==> src/rtl/audio_pwm_out.sv <==
// audio_pwm_out: bus-mapped sample FIFO drained at a fixed sample rate into a
// single-pin PWM DAC, with level/status registers and a low-water interrupt.
module audio_pwm_out #(
  parameter int SAMPLE_DIV = 1134,
  parameter int FIFO_DEPTH = 64,
  parameter int PWM_BITS   = 10
) (
  input  logic        clk,
  input  logic        reset,
  input  logic        we,
  input  logic [31:0] addr,
  input  logic [31:0] wd,
  output logic [31:0] rd,
  output logic        pwm_out,
  output logic        irq_low
);

  localparam int DATA_W = 16;
  localparam int PTR_W  = $clog2(FIFO_DEPTH);
  localparam int CNT_W  = PTR_W + 1;
  localparam int TMR_W  = $clog2(SAMPLE_DIV);

  localparam logic [TMR_W-1:0] TMR_LAST = TMR_W'(SAMPLE_DIV - 1);
  localparam logic [CNT_W-1:0] CNT_FULL = CNT_W'(FIFO_DEPTH);
  localparam logic [CNT_W-1:0] CNT_HALF = CNT_W'(FIFO_DEPTH / 2);

  // Offset-binary conversion of a signed sample, keeping the top PWM_BITS.
  function automatic logic [PWM_BITS-1:0] to_duty(input logic signed [DATA_W-1:0] s);
    logic [DATA_W-1:0] u;
    u = s ^ 16'h8000;
    return u[DATA_W-1 -: PWM_BITS];
  endfunction

  logic signed [DATA_W-1:0] fifo_mem [FIFO_DEPTH];
  logic        [PTR_W-1:0]  wr_ptr;
  logic        [PTR_W-1:0]  rd_ptr;
  logic        [CNT_W-1:0]  count;
  logic signed [DATA_W-1:0] sample_p0;
  logic        [PWM_BITS-1:0] duty_p0;
  logic        [PWM_BITS-1:0] pwm_cnt;
  logic        [TMR_W-1:0]  timer;
  logic                     enable;
  logic                     underrun;
  logic                     overflow;

  logic [1:0]  sel;
  logic        wr_data, wr_status, wr_ctrl;
  logic        empty, full;
  logic        tick, pop, push, ovf_set, und_set;
  logic [31:0] status_word;
  logic        unused_bits;

  assign sel       = addr[3:2];
  assign wr_data   = we && (sel == 2'd0);
  assign wr_status = we && (sel == 2'd1);
  assign wr_ctrl   = we && (sel == 2'd2);

  assign empty = (count == '0);
  assign full  = (count == CNT_FULL);

  // A full FIFO still accepts a push when the same cycle pops the head.
  assign tick    = enable && (timer == TMR_LAST);
  assign pop     = tick && !empty;
  assign push    = wr_data && (!full || pop);
  assign ovf_set = wr_data && full && !pop;
  assign und_set = tick && empty;

  assign duty_p0     = to_duty(sample_p0);
  assign status_word = {16'h0, 8'(count), 4'h0, overflow, underrun, full, empty};
  assign irq_low     = enable && (count <= CNT_HALF);
  assign unused_bits = ^{addr[31:4], addr[1:0], wd[31:16]};

  // Sample storage; contents survive reset and disable.
  always_ff @(posedge clk) begin
    if (push) fifo_mem[wr_ptr] <= $signed(wd[DATA_W-1:0]);
  end

  // FIFO pointers and occupancy.
  always_ff @(posedge clk) begin
    if (reset) begin
      wr_ptr <= '0;
      rd_ptr <= '0;
      count  <= '0;
    end else begin
      if (push) wr_ptr <= wr_ptr + 1'b1;
      if (pop)  rd_ptr <= rd_ptr + 1'b1;
      case ({push, pop})
        2'b10:   count <= count + 1'b1;
        2'b01:   count <= count - 1'b1;
        default: count <= count;
      endcase
    end
  end

  // Stage p0: current sample, loaded on each tick (midscale on underrun).
  always_ff @(posedge clk) begin
    if (reset) begin
      sample_p0 <= '0;
    end else if (tick) begin
      sample_p0 <= pop ? fifo_mem[rd_ptr] : '0;
    end
  end

  // Sticky error flags and the enable bit; a same-cycle set beats a clear.
  always_ff @(posedge clk) begin
    if (reset) begin
      underrun <= 1'b0;
      overflow <= 1'b0;
      enable   <= 1'b0;
    end else begin
      underrun <= (underrun && !(wr_status && wd[2])) || und_set;
      overflow <= (overflow && !(wr_status && wd[3])) || ovf_set;
      if (wr_ctrl) enable <= wd[0];
    end
  end

  // Sample-period timer; parked at zero while disabled.
  always_ff @(posedge clk) begin
    if (reset || !enable || tick) timer <= '0;
    else                          timer <= timer + 1'b1;
  end

  // PWM ramp restarts on every tick so each new duty begins a fresh period.
  always_ff @(posedge clk) begin
    if (reset || !enable || tick) pwm_cnt <= '0;
    else                          pwm_cnt <= pwm_cnt + 1'b1;
  end

  // Stage p1: registered comparator output drives the DAC pin.
  always_ff @(posedge clk) begin
    if (reset) pwm_out <= 1'b0;
    else       pwm_out <= enable && (pwm_cnt < duty_p0);
  end

  // Registered read mux, sampled every cycle.
  always_ff @(posedge clk) begin
    if (reset) begin
      rd <= '0;
    end else begin
      case (sel)
        2'd1:    rd <= status_word;
        2'd2:    rd <= {31'h0, enable};
        default: rd <= '0;
      endcase
    end
  end

endmodule
==> config.mk <==
export PLATFORM = sky130hd
export DESIGN_NAME = audio_pwm_out
export DESIGN_NICKNAME = d
export VERILOG_FILES = /design/src/rtl/audio_pwm_out.sv
export SDC_FILE = /design/constraint.sdc
export NUM_CORES = 1
export LEC_CHECK = 0
export CORE_ASPECT_RATIO = 1.2
export CORE_MARGIN = 2
export CORE_UTILIZATION = 60
export CTS_BUF_LIST = sky130_fd_sc_hd__clkbuf_8
export DETAILED_ROUTE_END_ITERATION = 10
export PLACE_DENSITY = 0.76
export SLEW_MARGIN = 20
export SYNTH_ARGS = -nofsm -noshare
export SYNTH_HDL_FRONTEND = slang
export SYNTH_SLANG_ARGS = --single-unit
==> constraint.sdc <==
create_clock -name clk -period 3.9 [get_ports clk]
set_input_delay 0.585 -clock clk [delete_from_list [all_inputs] [get_ports clk]]
set_output_delay 0.585 -clock clk [all_outputs]
set_load 0.02 [all_outputs]
# Word-level counts from Yosys, hierarchy flattened
# Memories as Yosys holds them, arrays and structs flattened. A register that Yosys moved wholly into a read port is not among the register bits.
# Cells that the tools add are included.
# word_totals
reg_bits	92
ramBits	1024
input_bits	67
elab_cells	63
memories	1
# op_classes
n_addsub	6
magnitude_cmp	2
eq_ne	6
n_mux	7
bitwise_logic	1
reduce_logical	29
# mem_list
name	words	word_bits	rd	rd_clocked_by_memory_dff	write_ports	line_no	source
fifo_mem	64	16	1	1	1	34	logic signed [DATA_W-1:0] fifo_mem [FIFO_DEPTH];
# ops
op	count
15-bit one-hot mux with 2 select lines	1
16-bit two-way mux	1
1-bit logical AND	15
7-bit one-hot mux with 2 select lines	1
6-bit by 1-bit adder with 6-bit output (second input constant)	2
6-bit two-way mux	2
11-bit by 1-bit adder with 11-bit output (second input constant)	1
11-bit equality test (second input constant)	1
10-bit by 1-bit adder with 10-bit output (second input constant)	1
10-bit < comparator	1
7-bit by 1-bit adder with 7-bit output (second input constant)	1
7-bit equality test (second input constant)	1
7-bit by 6-bit <= comparator with 1-bit output (second input constant)	1
7-bit logical NOT	1
7-bit by 1-bit subtractor with 7-bit output (second input constant)	1
1-bit logical NOT	6
1-bit logical OR	5
2-bit by 1-bit equality test with 1-bit output (second input constant)	2
2-bit equality test (second input constant)	2
2-bit logical NOT	1
1-bit two-way mux	2
2-bit nonzero test	1
1-bit NOT	1

# Longest topological paths before layout
# Gate-level depths: netlist of run 1.
# depth
ltp_word	7
depth_mapped	12

# Worst setup path before layout of run 1
# No wires, ideal clock.
# synth_timing
path_type	register to register
from	reg timer[9]
to	mem fifo_mem[58][10] (enable)
setup_time_ns	0.376
arrival_ns	2.431
path_slack_ns	1.093
path_stages_with_launch	8
n_path_buf	1
synth_period_minus_slack_ns	2.807
path_cell_list	dfxtp_1 > or4b_4 > or3_1 > buf_2 > a31oi_4 > and2b_4 > nand2_4 > nor2_1
# synth_via
elab_chain_cells	7
# synth_lines
element	line_no	source
start, declared	41	logic [TMR_W-1:0] timer;
start signal, assigned	120	else timer <= timer + 1'b1;
11-bit equality test	62	assign tick = enable && (timer == TMR_LAST);
1-bit logical AND	62	
1-bit logical AND	63	assign pop = tick && !empty;
1-bit logical OR	64	assign push = wr_data && (!full || pop);
1-bit logical AND	64	
1-bit two-way mux	75	if (push) fifo_mem[wr_ptr] <= $signed(wd[DATA_W-1:0]);
1-bit two-way mux (not written as such)	75	
end, declared	34	
# No other way between the ends.

# Final worst setup path of run 1
# layout_timing
from	reg timer[9]
to	mem fifo_mem[19][13] (enable)
# Same word-level chain as after synthesis.

==> results.json, run 1 <==
{
  "min_from": "wd[10]",
  "min_path_cells": 1,
  "core.rowCount": 86,
  "hpwlAfterDp_um": 37400,
  "final_tns_setup_ns": 0,
  "buffers_inserted_by_post_cts_timing_repair": 0,
  "post-route-drc-count": 0,
  "first_global_vias": 14400,
  "number_of_cell_instances_on_the_worst_register_to_register_path": 7,
  "instances_no_fill": 2307,
  "max-slew-margin-rel": 0.321,
  "first_pass_grt_wire_length_um": 89300,
  "r2r-start": "timer[9]",
  "timing.final.setup_violations": 0,
  "synth_edf_count": 640,
  "drt_first_pass_iters": 5,
  "gp_congestion": 0.884,
  "crit_path_start_kind": "flip-flop",
  "hold_path_end": "fifo_mem[13][10]",
  "grt_remaining_overflow": 0,
  "async_reset_ff_frac": 0,
  "mappedNetlistArea_sq_um": 27800,
  "coreArea_sq_um": 45800,
  "synth_compound_area_frac": 0.0320,
  "most-common-layout-cells": "edfxtp_1, mux4_2, nor2_1",
  "yosysUniqueCellTypes": 58,
  "reg2reg_to": "fifo_mem[19][13]",
  "ys_seq_area_frac": 0.742,
  "r2r_setup_slack_ns": 0.64,
  "number_of_antenna_violations_at_the_first_check_in_global_routing": 1,
  "yosys_most_used_dff": "edfxtp_1",
  "grt_setup_unrepaired": "false",
  "ctsRootBufferMaster": "clkbuf_8",
  "drive_above_1_share": 0.254,
  "synth_seq_cells": 711,
  "floorplan.initialDensity": 0.607,
  "cts_tree": "built",
  "synth_area_per_cell_sq_um": 19.1,
  "final-hold-violation-count": 0,
  "chipWidth_um": 201,
  "grt_start_max_net_pins": 65,
  "maxClockFrequency_mhz": 307,
  "numCtsBuffers": 103,
  "crit_path_end_kind": "flip-flop",
  "status": "finished clean",
  "y_dimension_of_the_die_um": 240,
  "worst-slew-pin-transition_ns": 1.02,
  "min-delay-path-class": "in -> reg",
  "synth-warning-count": 0,
  "ant_nets": 0,
  "timing.max_cap.violations": 0,
  "via_total_after_detailed_routing": 14300,
  "post_synth_inst_count": 1457,
  "final-max-slew-violation-count": 0,
  "fin_nets": 1700,
  "fp.dieArea_sq_um": 48100,
  "tritoncts_num_sinks": 711,
  "layout_worst_path_cycle_share": 0.836,
  "pleak_nw": 9.83,
  "ctsResizeCount": 0,
  "grt.total_usage": 0.254,
  "ctsHtreeMaxLevel": 3,
  "totalWireLength_um": 59500,
  "insertion_delay_ns": 0.69,
  "max-clock-path-buffers": 3,
  "worstPathMaxFanout": 9,
  "synth-xor-area-share": 0.0104,
  "post_drt_via_cell_ratio": 6.22,
  "vdd_ir_drop_max_uv": 225,
  "cts_hold_buffers": 0,
  "dp.cells": 2126,
  "io_buffer_count": 30,
  "top_level_ports": 101,
  "post_synth_fa_ha_maj_area_fraction": 0.00810,
  "power_density_nw_per_um2": 454,
  "worst-endpoint-required_ns": 4.29,
  "synthMuxAreaShare": 0.138,
  "arrival_ns": 3.65,
  "timing.setup.critical_path_class": "reg -> reg",
  "synthSimpleGateAreaFrac": 0.0506,
  "leading_cell_type_in_the_layout_fill_and_taps_excluded": "edfxtp_1",
  "drt_iter0_drc": 1566,
  "flow.area_growth_from_synthesis_pct": 12.2,
  "largest_family_of_logic_cells_by_synthesized_area": "multiplexers",
  "finalWorstPathRequiredPeriod_ns": 3.26,
  "worst_clock_skew_ns": 0.0292,
  "avgRoutedWirePerCell_um": 25.8,
  "worst_setup_hold_path_clk_slew_ns": 0.06
}
==> stage by stage <==
step           utilization  power [mW]  hold WS [ns]  setup slack (ns)  cell area, sq um
2_1_floorplan            -        8.54         0.426              1.09             27900
3_3_place_gp         0.638        8.65         0.435             0.761             29200
3_5_place_dp         0.638        8.67         0.445             0.668             29200
4_1_cts              0.681        14.3         0.349             0.653             31200
5_1_grt              0.681        14.6         0.400             0.504             31200
6_report             0.681        14.2         0.405             0.641             31200
==> where the power goes <==
group	switching [mW]	leakage (nW)	total (mW)	internal (mW)
sequential	0.00502	6.33	8.30	8.30
clock	2.69	1.12	5.67	2.98
combinational	0.169	2.38	0.203	0.0336
total	2.86	9.83	14.2	11.3
==> cells in the mapped netlist, types with 7 or more instances <==
cell type | instances | area share
dfxtp_1 | 71 | 0.051
xnor2_1 | 15 | 0.0047
buf_2 | 26 | 0.0047
clkbuf_1 | 34 | 0.0046
o21ai_0 | 17 | 0.0031
nand2_1 | 36 | 0.0049
edfxtp_1 | 640 | 0.69
o22ai_1 | 29 | 0.0065
mux4_2 | 165 | 0.13
a21oi_1 | 16 | 0.0029
a22oi_1 | 8 | 0.0022
o22a_1 | 12 | 0.0038
xor2_1 | 18 | 0.0057
mux2i_1 | 11 | 0.0040
nand4_1 | 8 | 0.0018
buf_4 | 26 | 0.0070
nand2b_1 | 7 | 0.0016
inv_1 | 12 | 0.0016
and2_1 | 13 | 0.0029
ha_1 | 18 | 0.0081
buf_1 | 8 | 0.0011
nor2_1 | 124 | 0.017
nor2b_1 | 14 | 0.0031
a211oi_1 | 11 | 0.0030
nand3_1 | 31 | 0.0056
nand3b_1 | 8 | 0.0022
o221ai_1 | 11 | 0.0035
==> state kept, by name (all words and copies together), names as in the netlist, named ones only <==
signal	flops
timer	11
underrun	1
sample_p0	10
rd	11
count	7
overflow	1
pwm_out	1
wr_ptr	6
enable	1
fifo_mem	640
rd_ptr	6
pwm_cnt	10
==> worst max path at each step <==
| stage | from | slack [ns] | endpoint |
|---|---|---|---|
| 2_1_floorplan | timer[9] | 1.09 | fifo_mem[58][10] |
| 3_3_place_gp | addr[2] | 0.76 | fifo_mem[56][10] |
| 3_5_place_dp | timer[9] | 0.67 | fifo_mem[19][13] |
| 4_1_cts | timer[9] | 0.65 | fifo_mem[19][13] |
| 5_1_grt | count[1] | 0.50 | irq_low |
| 6_report | timer[9] | 0.64 | fifo_mem[19][13] |
==> cells by family after synthesis <==
logic type,after synthesis
other cells,1
simple gates,284
flops,711
mux,176
xor+xnor,33
fa+ha+maj,18
compound gates,127
buf+inv,107
==> critical path: stages (launching register included) <==
cell     delay [ns]
dfxtp_1        0.34
or4b_4         0.56
or3_1          0.53
a31oi_4        0.44
and2b_4        0.30
nand2_4        0.13
nor2_1         0.42
buf_4          0.25
==> layer usage <==
layer / GRT usage / wire length, um / share of wire
met5: 0 / 0 / 0
met4: 0.110 / 2140 / 0.036
met3: 0.0447 / 4590 / 0.077
met2: 0.407 / 29000 / 0.49
met1: 0.352 / 23800 / 0.40
==> final cells by class <==
class / count / area, sq um
antenna: 1 / 2.50
clock buffer: 110 / 1510
clock inverter: 70 / 450
fill: 2902 / 14600
inverter: 12 / 45.0
multi-input combinational: 659 / 6720
sequential: 711 / 20700
tap: 616 / 771
timing repair buffer: 128 / 1070
(Power assumes the default switching activity.)
==> run 2, diff against run 1 <==
clock period = 3.2 ns   (was 3.9 ns; I/O delays follow)
==> run 2 against run 1 <==
  * Non-clock buffer count increased by 21
  * Global-route usage about the same
  * Highest routed layer unchanged
  * Cell area increased by 0.20%
  * Largest cell class unchanged
  * Die area unchanged
  * Clock power increased by 13%
==> results.json, run 2 (same netlist as run 1, synthesis figures left out) <==
{
  "status": "finished clean",
  "arrival_ns": 2.48,
  "final-max-slew-violation-count": 0,
  "grt_start_max_net_pins": 65,
  "fillerInstances": 2920,
  "largest_delay_share_family_worst_path": "simple AND/OR/NAND/NOR gates",
  "avgRoutedWirePerCell_um": 25.6,
  "r2r_setup_slack_ns": 0.35,
  "pleak_nw": 9.87,
  "io_buffer_count": 30,
  "hpwlAfterDp_um": 38800,
  "totalWireLength_um": 59700,
  "worstSetupPathDepth": 4,
  "ant_nets": 0,
  "top_regs": "fifo_mem: 640 flops, rd: 11 flops, timer: 11 flops",
  "min-delay-path-class": "in -> reg",
  "crit_chain": "nor4_2 -> nand2b_1 -> a21oi_1 -> clkdlybuf4s50_1",
  "layout_worst_path_cycle_share": 0.924,
  "worstPathMaxFanout": 10,
  "first_pass_grt_wire_length_um": 89400,
  "gp_congestion": 0.903,
  "slowest_stage": "clkdlybuf4s50_1",
  "drive_above_1_share": 0.264,
  "dp.cells": 2147,
  "finalPower_mw": 16.8,
  "grt_remaining_overflow": 0,
  "worst-endpoint-required_ns": 2.72,
  "timing.max_cap.violations": 0,
  "critPathBufInv": 1,
  "hold_path_end": "fifo_mem[18][13]",
  "max-slew-margin-rel": 0.441,
  "post_drt_via_cell_ratio": 6.15,
  "crit_path_start_kind": "flip-flop",
  "grt_setup_unrepaired": "false",
  "finish.instance_area_sq_um": 31300,
  "post-route-drc-count": 0,
  "leading_cell_type_in_the_layout_fill_and_taps_excluded": "edfxtp_1",
  "maxClockFrequency_mhz": 338,
  "grt.total_usage": 0.255,
  "ctsRootBufferMaster": "clkbuf_8",
  "timing.setup.critical_path_class": "reg -> out",
  "drt_first_pass_iters": 6,
  "power_density_nw_per_um2": 537,
  "min_from": "wd[13]",
  "cts_tree": "built",
  "max-clock-path-buffers": 3,
  "y_dimension_of_the_die_um": 240,
  "final-hold-violation-count": 0,
  "largest_register": "fifo_mem",
  "worst-slew-pin-transition_ns": 0.838,
  "dp_slack_ns": 0.247,
  "floorplan.initialDensity": 0.607,
  "finalCoreUtilization": 0.682,
  "worst_clock_skew_ns": 0.0242,
  "crit_path_max_incr_delay_ns": 0.62,
  "worst_setup_hold_path_clk_slew_ns": 0.06,
  "cts_hold_buffers": 0,
  "number_of_antenna_violations_at_the_first_check_in_global_routing": 1,
  "instances_no_fill": 2332,
  "timing.final.setup_violations": 0,
  "largest_register_ffs": 640,
  "crit_path_end_kind": "primary output",
  "number_of_cell_instances_on_the_worst_register_to_register_path": 7,
  "flow.area_growth_from_synthesis_pct": 12.5,
  "tritoncts_num_sinks": 711,
  "fin_hold_ws_ns": 0.331,
  "finalWorstPathRequiredPeriod_ns": 2.96,
  "top_level_ports": 101,
  "fin_nets": 1720,
  "final.setup.worst_slack_ns": 0.242,
  "numCtsBuffers": 102,
  "via_total_after_detailed_routing": 14300,
  "final_tns_setup_ns": 0,
  "reg2reg_to": "fifo_mem[2][13]",
  "first_global_vias": 14600,
  "min_path_cells": 1,
  "vdd_ir_drop_max_uv": 279,
  "insertion_delay_ns": 0.68,
  "core.rowCount": 86,
  "fp.dieArea_sq_um": 48100,
  "most-common-layout-cells": "edfxtp_1, mux4_2, nor2_1",
  "drt_iter0_drc": 1708,
  "coreArea_sq_um": 45800,
  "r2r-start": "timer[6]",
  "chipWidth_um": 201,
  "place_area_sq_um": 29400,
  "ctsHtreeMaxLevel": 3
}
[run 2: power breakdown]
part,internal [mW],switching [mW],total [mW]
sequential,10.1,0.00636,10.1
clock,3.19,3.24,6.43
combinational,0.0451,0.210,0.255
[run 2: repair_timing]
| item | in CTS | in global routing |
|---|---|---|
| resized for setup | 0 | 1 |
| setup buffers | 0 | 0 |
| hold endpoints to repair | 0 | 0 |
| setup endpoints to repair | 0 | 1 |
[run 2: layout make-up]
type	count	area, sq um	area share
Clock inverter	73	318	0.0102
Multi-Input combinational cell	659	6720	0.215
Sequential cell	711	20700	0.660
Clock buffer	111	1530	0.0488
Timing Repair Buffer	149	1240	0.0398
Antenna cell	1	2.50	0.0000800
Inverter	12	45.0	0.00144
Tap cell	616	771	0.0246
[run 2: how the worst max path moves through the flow]
stage                                  end  slack, ns     start
after floorplan           fifo_mem[58][10]       0.39  timer[9]
after global placement            count[6]       0.36   addr[2]
after detailed placement          count[6]       0.25   addr[2]
after CTS                          irq_low       0.08  count[1]
after global routing               irq_low       0.11  count[1]
final                              irq_low       0.24  count[1]
[run 2: layer usage]
| metal | global-route usage | vias up | wire [um] |
|---|---|---|---|
| li1 | - | 6212 | - |
| met1 | 0.344 | 7358 | 23200 |
| met2 | 0.423 | 659 | 29900 |
| met3 | 0.0408 | 118 | 4770 |
| met4 | 0.103 | 0 | 1920 |
| met5 | 0 | - | 0 |
